`src/rtl/fetch_controller.sv`:
```
// Fetch sequencer: owns the pc, drives the combinational instruction memory and
// feeds decode through a 2-entry prefetch buffer with a valid/ready handshake.
module fetch_controller #(
    parameter int                PC_W       = 8,
    parameter int                INSTR_W    = 8,
    parameter logic [PC_W-1:0]   RESET_PC   = 8'h00,
    parameter logic [INSTR_W-1:0] HALT_INSTR = 8'hFF
) (
    input  logic               clk,
    input  logic               rst_n,
    input  logic               start,
    input  logic               redirect_valid,
    input  logic [PC_W-1:0]    redirect_pc,
    output logic [PC_W-1:0]    mem_pc,
    input  logic [INSTR_W-1:0] mem_instr,
    output logic               out_valid,
    input  logic               out_ready,
    output logic [PC_W-1:0]    out_pc,
    output logic [INSTR_W-1:0] out_instr,
    output logic               halted
);

    typedef enum logic [1:0] {
        IDLE,
        RUN,
        HALTED
    } state_t;

    state_t state;
    state_t state_nxt;

    logic [PC_W-1:0]    pc;
    logic [PC_W-1:0]    e0_pc;
    logic [PC_W-1:0]    e1_pc;
    logic [INSTR_W-1:0] e0_instr;
    logic [INSTR_W-1:0] e1_instr;
    logic [1:0]         cnt;

    logic pop;
    logic push;
    logic is_halt;

    assign mem_pc    = pc;
    assign out_valid = (cnt != 2'd0);
    assign out_pc    = e0_pc;
    assign out_instr = e0_instr;
    assign pop       = out_valid && out_ready;
    assign is_halt   = (mem_instr == HALT_INSTR);

    always_ff @(posedge clk) begin
        if (!rst_n) begin
            state <= IDLE;
        end else begin
            state <= state_nxt;
        end
    end

    always_comb begin
        state_nxt = state;
        if (redirect_valid) begin
            state_nxt = RUN;
        end else begin
            unique case (state)
                IDLE:    if (start) state_nxt = RUN;
                RUN:     if (push && is_halt) state_nxt = HALTED;
                default: state_nxt = state;
            endcase
        end
    end

    // A pop frees a slot in the same cycle, so a full buffer can still accept.
    always_comb begin
        halted = (state == HALTED);
        push   = (state == RUN) && !redirect_valid && ((cnt != 2'd2) || pop);
    end

    always_ff @(posedge clk) begin
        if (!rst_n) begin
            pc       <= RESET_PC;
            cnt      <= 2'd0;
            e0_pc    <= '0;
            e1_pc    <= '0;
            e0_instr <= '0;
            e1_instr <= '0;
        end else if (redirect_valid) begin
            pc  <= redirect_pc;
            cnt <= 2'd0;
        end else begin
            if (push && !is_halt) begin
                pc <= pc + PC_W'(1);
            end
            unique case ({push, pop})
                2'b10: begin
                    if (cnt == 2'd0) begin
                        e0_pc    <= pc;
                        e0_instr <= mem_instr;
                    end else begin
                        e1_pc    <= pc;
                        e1_instr <= mem_instr;
                    end
                    cnt <= cnt + 2'd1;
                end
                2'b01: begin
                    e0_pc    <= e1_pc;
                    e0_instr <= e1_instr;
                    cnt      <= cnt - 2'd1;
                end
                2'b11: begin
                    if (cnt == 2'd2) begin
                        e0_pc    <= e1_pc;
                        e0_instr <= e1_instr;
                        e1_pc    <= pc;
                        e1_instr <= mem_instr;
                    end else begin
                        e0_pc    <= pc;
                        e0_instr <= mem_instr;
                    end
                end
                default: begin
                end
            endcase
        end
    end

endmodule

```
`config.mk`:
```
export PLATFORM = sky130hd
export DESIGN_NAME = fetch_controller
export DESIGN_NICKNAME = d
export VERILOG_FILES = /design/src/rtl/fetch_controller.sv
export SDC_FILE = /design/constraint.sdc
export NUM_CORES = 1
export LEC_CHECK = 0
export CAP_MARGIN = 40
export CORE_MARGIN = 8
export CORE_UTILIZATION = 45
export CTS_BUF_LIST = sky130_fd_sc_hd__clkbuf_8
export DETAILED_ROUTE_END_ITERATION = 8
export GPL_TIMING_DRIVEN = 0
export HOLD_SLACK_MARGIN = 0.15
export PLACE_DENSITY_LB_ADDON = 0.12
export SLEW_MARGIN = 20
export SYNTH_ARGS = -nofsm -noshare
export SYNTH_HDL_FRONTEND = slang
export SYNTH_SLANG_ARGS = --single-unit
```
`constraint.sdc`:
```
create_clock -name clk -period 2.04 [get_ports clk]
set_clock_uncertainty 0.15 [all_clocks]
set_input_delay 0.408 -clock clk [delete_from_list [all_inputs] [get_ports clk]]
set_output_delay 0.408 -clock clk [all_outputs]
set_load 0.005 [all_outputs]
```
Yosys cells after proc, flatten, opt, wreduce, memory -nomap -nowiden
Cells that the tools add are included.
Storage, ports and cells
  flip-flop bits (word level): 44
  bits in latches: 0
  RAM bits: 0
  bits in read-only memories: 0
  output and inout port bits: 26
  logic and storage cells: 69
  memories: 0
Operators by class
  add/subtract/negate cells: 3
  $mul: 0
  divide/modulo/power cells: 0
  order comparisons: 0
  equality and inequality tests: 15
  shift-type cells: 0
  multiplexer cells: 19
  bitwise logic cells: 2
  reductions and logical operators: 22
Operator list (number)
  two-way mux 8 bit: 10
  one-hot mux 8 bit (3 select lines): 2
  one-hot mux 8 bit (2 select lines): 2
  inequality test 2 bit, second input constant: 6
  nonzero test 2 bit: 5
  AND reduction 3 bit: 3
  adder 8 x 1 -> 8 bit, second input constant: 1
  == test 2 bit, second input constant: 4
  == test 8 bit, second input constant: 1
  one-hot mux 2 bit (2 select lines): 2
  inequality test 3 bit, second input constant: 2
  nonzero test 3 bit: 2
  logical AND 1 bit: 5
  == test 2 x 1 -> 1 bit, second input constant: 2
  logical NOT 2 bit: 2
  two-way mux 2 bit: 2
  AND reduction 4 bit: 1
  adder 2 x 1 -> 2 bit, second input constant: 1
  logical NOT 1 bit: 2
  inverter 1 bit: 2
  OR reduction 2 bit: 1
  subtractor 2 x 1 -> 2 bit, second input constant: 1
  logical OR 1 bit: 1
  two-way mux 1 bit: 1

Longest topological paths before layout
  word-level depth: 8
  depth in mapped cells: 7

Least setup slack after synthesis
OpenSTA, ideal clock, no wires.
  path kind: input to register
  start point: in redirect_valid
  end point: reg pc[5], in the netlist mem_pc[5]
  setup time: 0.120 ns
  arrival: 1.650 ns
  path slack: 0.120 ns
  cell stages on the path: 6
  buffers on the path: 2
  cells stage by stage: or3b_1 > buf_6 > nand2b_4 > buf_2 > o211a_1 > o31a_1
On the way
  word-level cells in the longest chain between the ends: 5
Ends and longest elaborated chain
  from (decl): RTL line 12  | input logic redirect_valid,
  logical NOT 1 bit: RTL line 74  | push = (state == RUN) && !redirect_valid && ((cnt != 2'd2) || pop);
  logical AND 1 bit (2 in a row): RTL line 74
  logical AND 1 bit: RTL line 89  | if (push && !is_halt) begin
  nonzero test 2 bit (no source line)
  to (signal assigned): RTL line 86  | pc <= redirect_pc;
  to (signal assigned): RTL line 90  | pc <= pc + PC_W'(1);
  to (decl): RTL line 32  | logic [PC_W-1:0] pc;
Several ways; a longest one is shown, not always the timed one.
A chain may end at the register's enable or synchronous reset.

Worst setup path after layout
  start point: in redirect_valid
  end point: reg pc[7], in the netlist mem_pc[7]
The elaborated chain is that of the path after synthesis.

==> results.tsv <==
stage	metric	value	unit
status	outcome	finished, final reports clean	
synth	sequential area share after synthesis	0.425	
routing	DRT Wirelength	5350	um
pwr	Pwr Total	1790	uW
critical_path	CP Data Arrival Time	2020	ps
synth	largest family of logic cells by synthesized area	simple AND/OR/NAND/NOR gates	
global_route	GRT Overall Usage	0.155	
cts	Root Driver	clkbuf_8	
critical_path	R2R Path End	mem_pc[7]	
synth	Yosys top cell area share	0.425	
floorplan	core area	4380	sq um
floorplan	die height	83.9	um
synth	compound-cell area share of the yosys netlist	0.206	
cts	CTS tree	done	
cts	Clock Pin Slew Worst Setup and Hold Paths	80	ps
routing	WL per Instance	15.7	um
routing	initial detailed-routing violation count	73	
cts	CTS max path bufs	2	
floorplan	IO Pins	47	
cts	Post-CTS Setup Inserts	0	
critical_path	crit path max fanout	10	
min_path	Hold WC Path Type	flip-flop to flip-flop	
cts	clk sinks	44	
synth	EDFF count, synth	0	
layout	design area	2710	sq um
synth	xor and xnor area share after synthesis	0	
routing	via count	1889	
synth	Synth cell types	46	
routing	remaining antenna violation count	0	
cts	Inserted Clock Buffers	5	
critical_path	Startpoint Class	input port	
critical_path	largest stage delay on the critical path	370	ps
placed_design	dpl ws	-568	ps
critical_path	flop-to-flop setup slack	90	ps
critical_path	CP endpoint kind	flip-flop	
synth	Synth Flop Type	dfxtp_1	
routing	DR vias/cell	5.52	
sta	RSZ-0062 raised after global routing	no	
critical_path	CP Class	input port to flip-flop	
pwr	maximum vdd drop	319	uV
sta	final setup TNS	0	ps
synth	cell count after synthesis	239	
synth	post-synth top area cell	dfxtp_1	
synth	Avg Inst Size Synth	8.68	sq um
global_route	first-pass GRT wire length	9060	um
pwr	leakage	0.00114	uW
critical_path	CP required	2090	ps
floorplan	Core Rows	24	
cts	H-tree lvl count	2	
sta	Hold Violations, Final	0	
synth	post-synthesis simple-gate area fraction	0.240	
placed_design	port bufs	46	
synth	Mapped Area	2070	sq um
sta	Fmax	507	MHz
critical_path	CP Cell Sequence	dlygate4sd2_1, or3b_1, buf_6, nand2b_4, clkbuf_4, o211a_1, o31a_1	
critical_path	Slowest-stage cell, CP	or3b_1	
sta	worst slew pin tran	475	ps
sta	# setup viols final	0	
synth	YS warnings	0	
routing	First-pass DRT Iterations	4	
flow_run	# Max-Cap Violations	0	
pwr	PD cells	660	nW/um^2
synth	mux share of post-synthesis cell area	0.0772	
synth	synth top area cells	dfxtp_1, mux2i_1, nand2_1, o21ai_0, a31oi_1	
layout	Core Util, Final	0.618	
sta	min Tclk post-route	1970	ps
floorplan	Die Span X	83.9	um
floorplan	die area	7040	sq um
critical_path	worst r2r src	state[0]	
routing	DRC	0	
sta	period utilization	0.966	
layout	area grow syn2layout	30.5	%
synth	syn nets	261	
synth	post-synthesis adder-cell area fraction	0.00603	
synth	#FFs+latches synth	44	
global_route	initial antenna violation count	0	
critical_path	crit path to	mem_pc[7]	
placed_design	placed cell area	2600	sq um
critical_path	Worst Setup SP	redirect_valid	
layout	final net count	311	
sta	slack of the critical path	69.5	ps
global_route	largest net degree at the start of global routing	17	
global_route	vias in the first global route	1885	
sta	Worst slew margin	0.683	
layout	Ant. Diodes	0	
floorplan	starting density of the core	0.473	
global_route	grt total ovfl	0	
layout	share of layout cells above drive strength 1	0.0966	
placed_design	dpl hpwl	3850	um
critical_path	Worst Reg-to-Reg Cells	6	
sta	Pins Over Slew Limit	0	
cts	worst skew pair latency	300	ps
placed_design	gp weighted congestion	0.800	
synth	ys async rst share	0	
-- synthesized netlist by cell type (all sizes together) (2+ instances only) --
master and count:
dfxtp 44, nand2 38, o21ai 24, a31oi 18
nor2b 18, mux2i 16, clkbuf 11, nor2 7
buf 6, nand3 6, a211oi 3, and2 3
inv 3, nand4 3, o211a 3, o31a 3
or2 3, a41o 2, and2b 2, and4 2
nor4 2, o31ai 2, or3b 2
-- stage by stage --
step	std cells	hold slack, ps
3_5_place_dp	337	313
6_report	342	323
2_1_floorplan	239	298
5_1_grt	342	352
3_3_place_gp	337	308
4_1_cts	343	324
-- where the power goes --
group / internal [uW] / switching [uW]
Combinational: 151 / 117
Clock: 274 / 308
Sequential: 898 / 37.0
Total: 1320 / 463
-- kinds of logic (layout without fill, tap and decap cells) --
logic type,after synthesis,count (layout)
adders and majority gates,1,1
buffers and inverters,20,71
AOI/OAI and AO/OA,64,64
DFF,44,44
and+or+nand+nor,94,94
muxes,16,16
-- layout make-up --
class,count,area [sq um]
Fill cell,409,1680
Sequential cell,44,883
Clock inverter,2,15.0
Inverter,3,11.3
Clock buffer,6,82.6
Tap cell,52,65.1
Buffer,14,76.3
Timing Repair Buffer,46,464
Multi-Input combinational cell,175,1110
-- flip-flops by register name, indices dropped and copies added (netlist names) --
register / count
e1_pc: 8
out_instr: 8
out_pc: 8
cnt: 2
mem_pc: 8
state: 2
e1_instr: 8
-- critical path: cells and delay by family --
kind,cells,cell delay (ps)
compound gates,2,500
simple gates,2,510
buf+inv,3,610
-- repair_timing --
action,in CTS,in global routing
hold buffers,0,0
setup endpoints to repair,31,34
resized for setup,9,7
-- worst min path at each step --
stage / from / end / cells after the start
after floorplan: e1_pc[1] / out_pc[1] / 2
after global placement: e1_pc[2] / out_pc[2] / 2
after detailed placement: e1_pc[3] / out_pc[3] / 2
after CTS: e1_pc[3] / out_pc[3] / 2
after global routing: e1_pc[4] / out_pc[4] / 2
final: e1_pc[3] / out_pc[3] / 2
-- routing by layer --
layer,global-route usage,share of wire
met1,0.196,0.46
met2,0.243,0.46
met3,0.0469,0.059
met4,0.0518,0.012
met5,0,0
-- placed cells by master, fill, tap and decap left out, drive strengths merged, types with 3 or more instances in the layout --
| cell type | synthesis | layout |
|---|---|---|
| a31oi | 18 | 18 |
| clkdlybuf4s50 | 0 | 43 |
| buf | 6 | 3 |
| and2 | 3 | 3 |
| dfxtp | 44 | 44 |
| mux2i | 16 | 16 |
| nor2b | 18 | 18 |
| inv | 3 | 3 |
| o211a | 3 | 3 |
| nand2 | 38 | 38 |
| o21ai | 24 | 24 |
| nand3 | 6 | 6 |
| clkbuf | 11 | 17 |
| o31a | 3 | 3 |
| nand4 | 3 | 3 |
| or2 | 3 | 3 |
| nor2 | 7 | 7 |
| a211oi | 3 | 3 |
No activity file was read; power rests on OpenSTA's default activity.
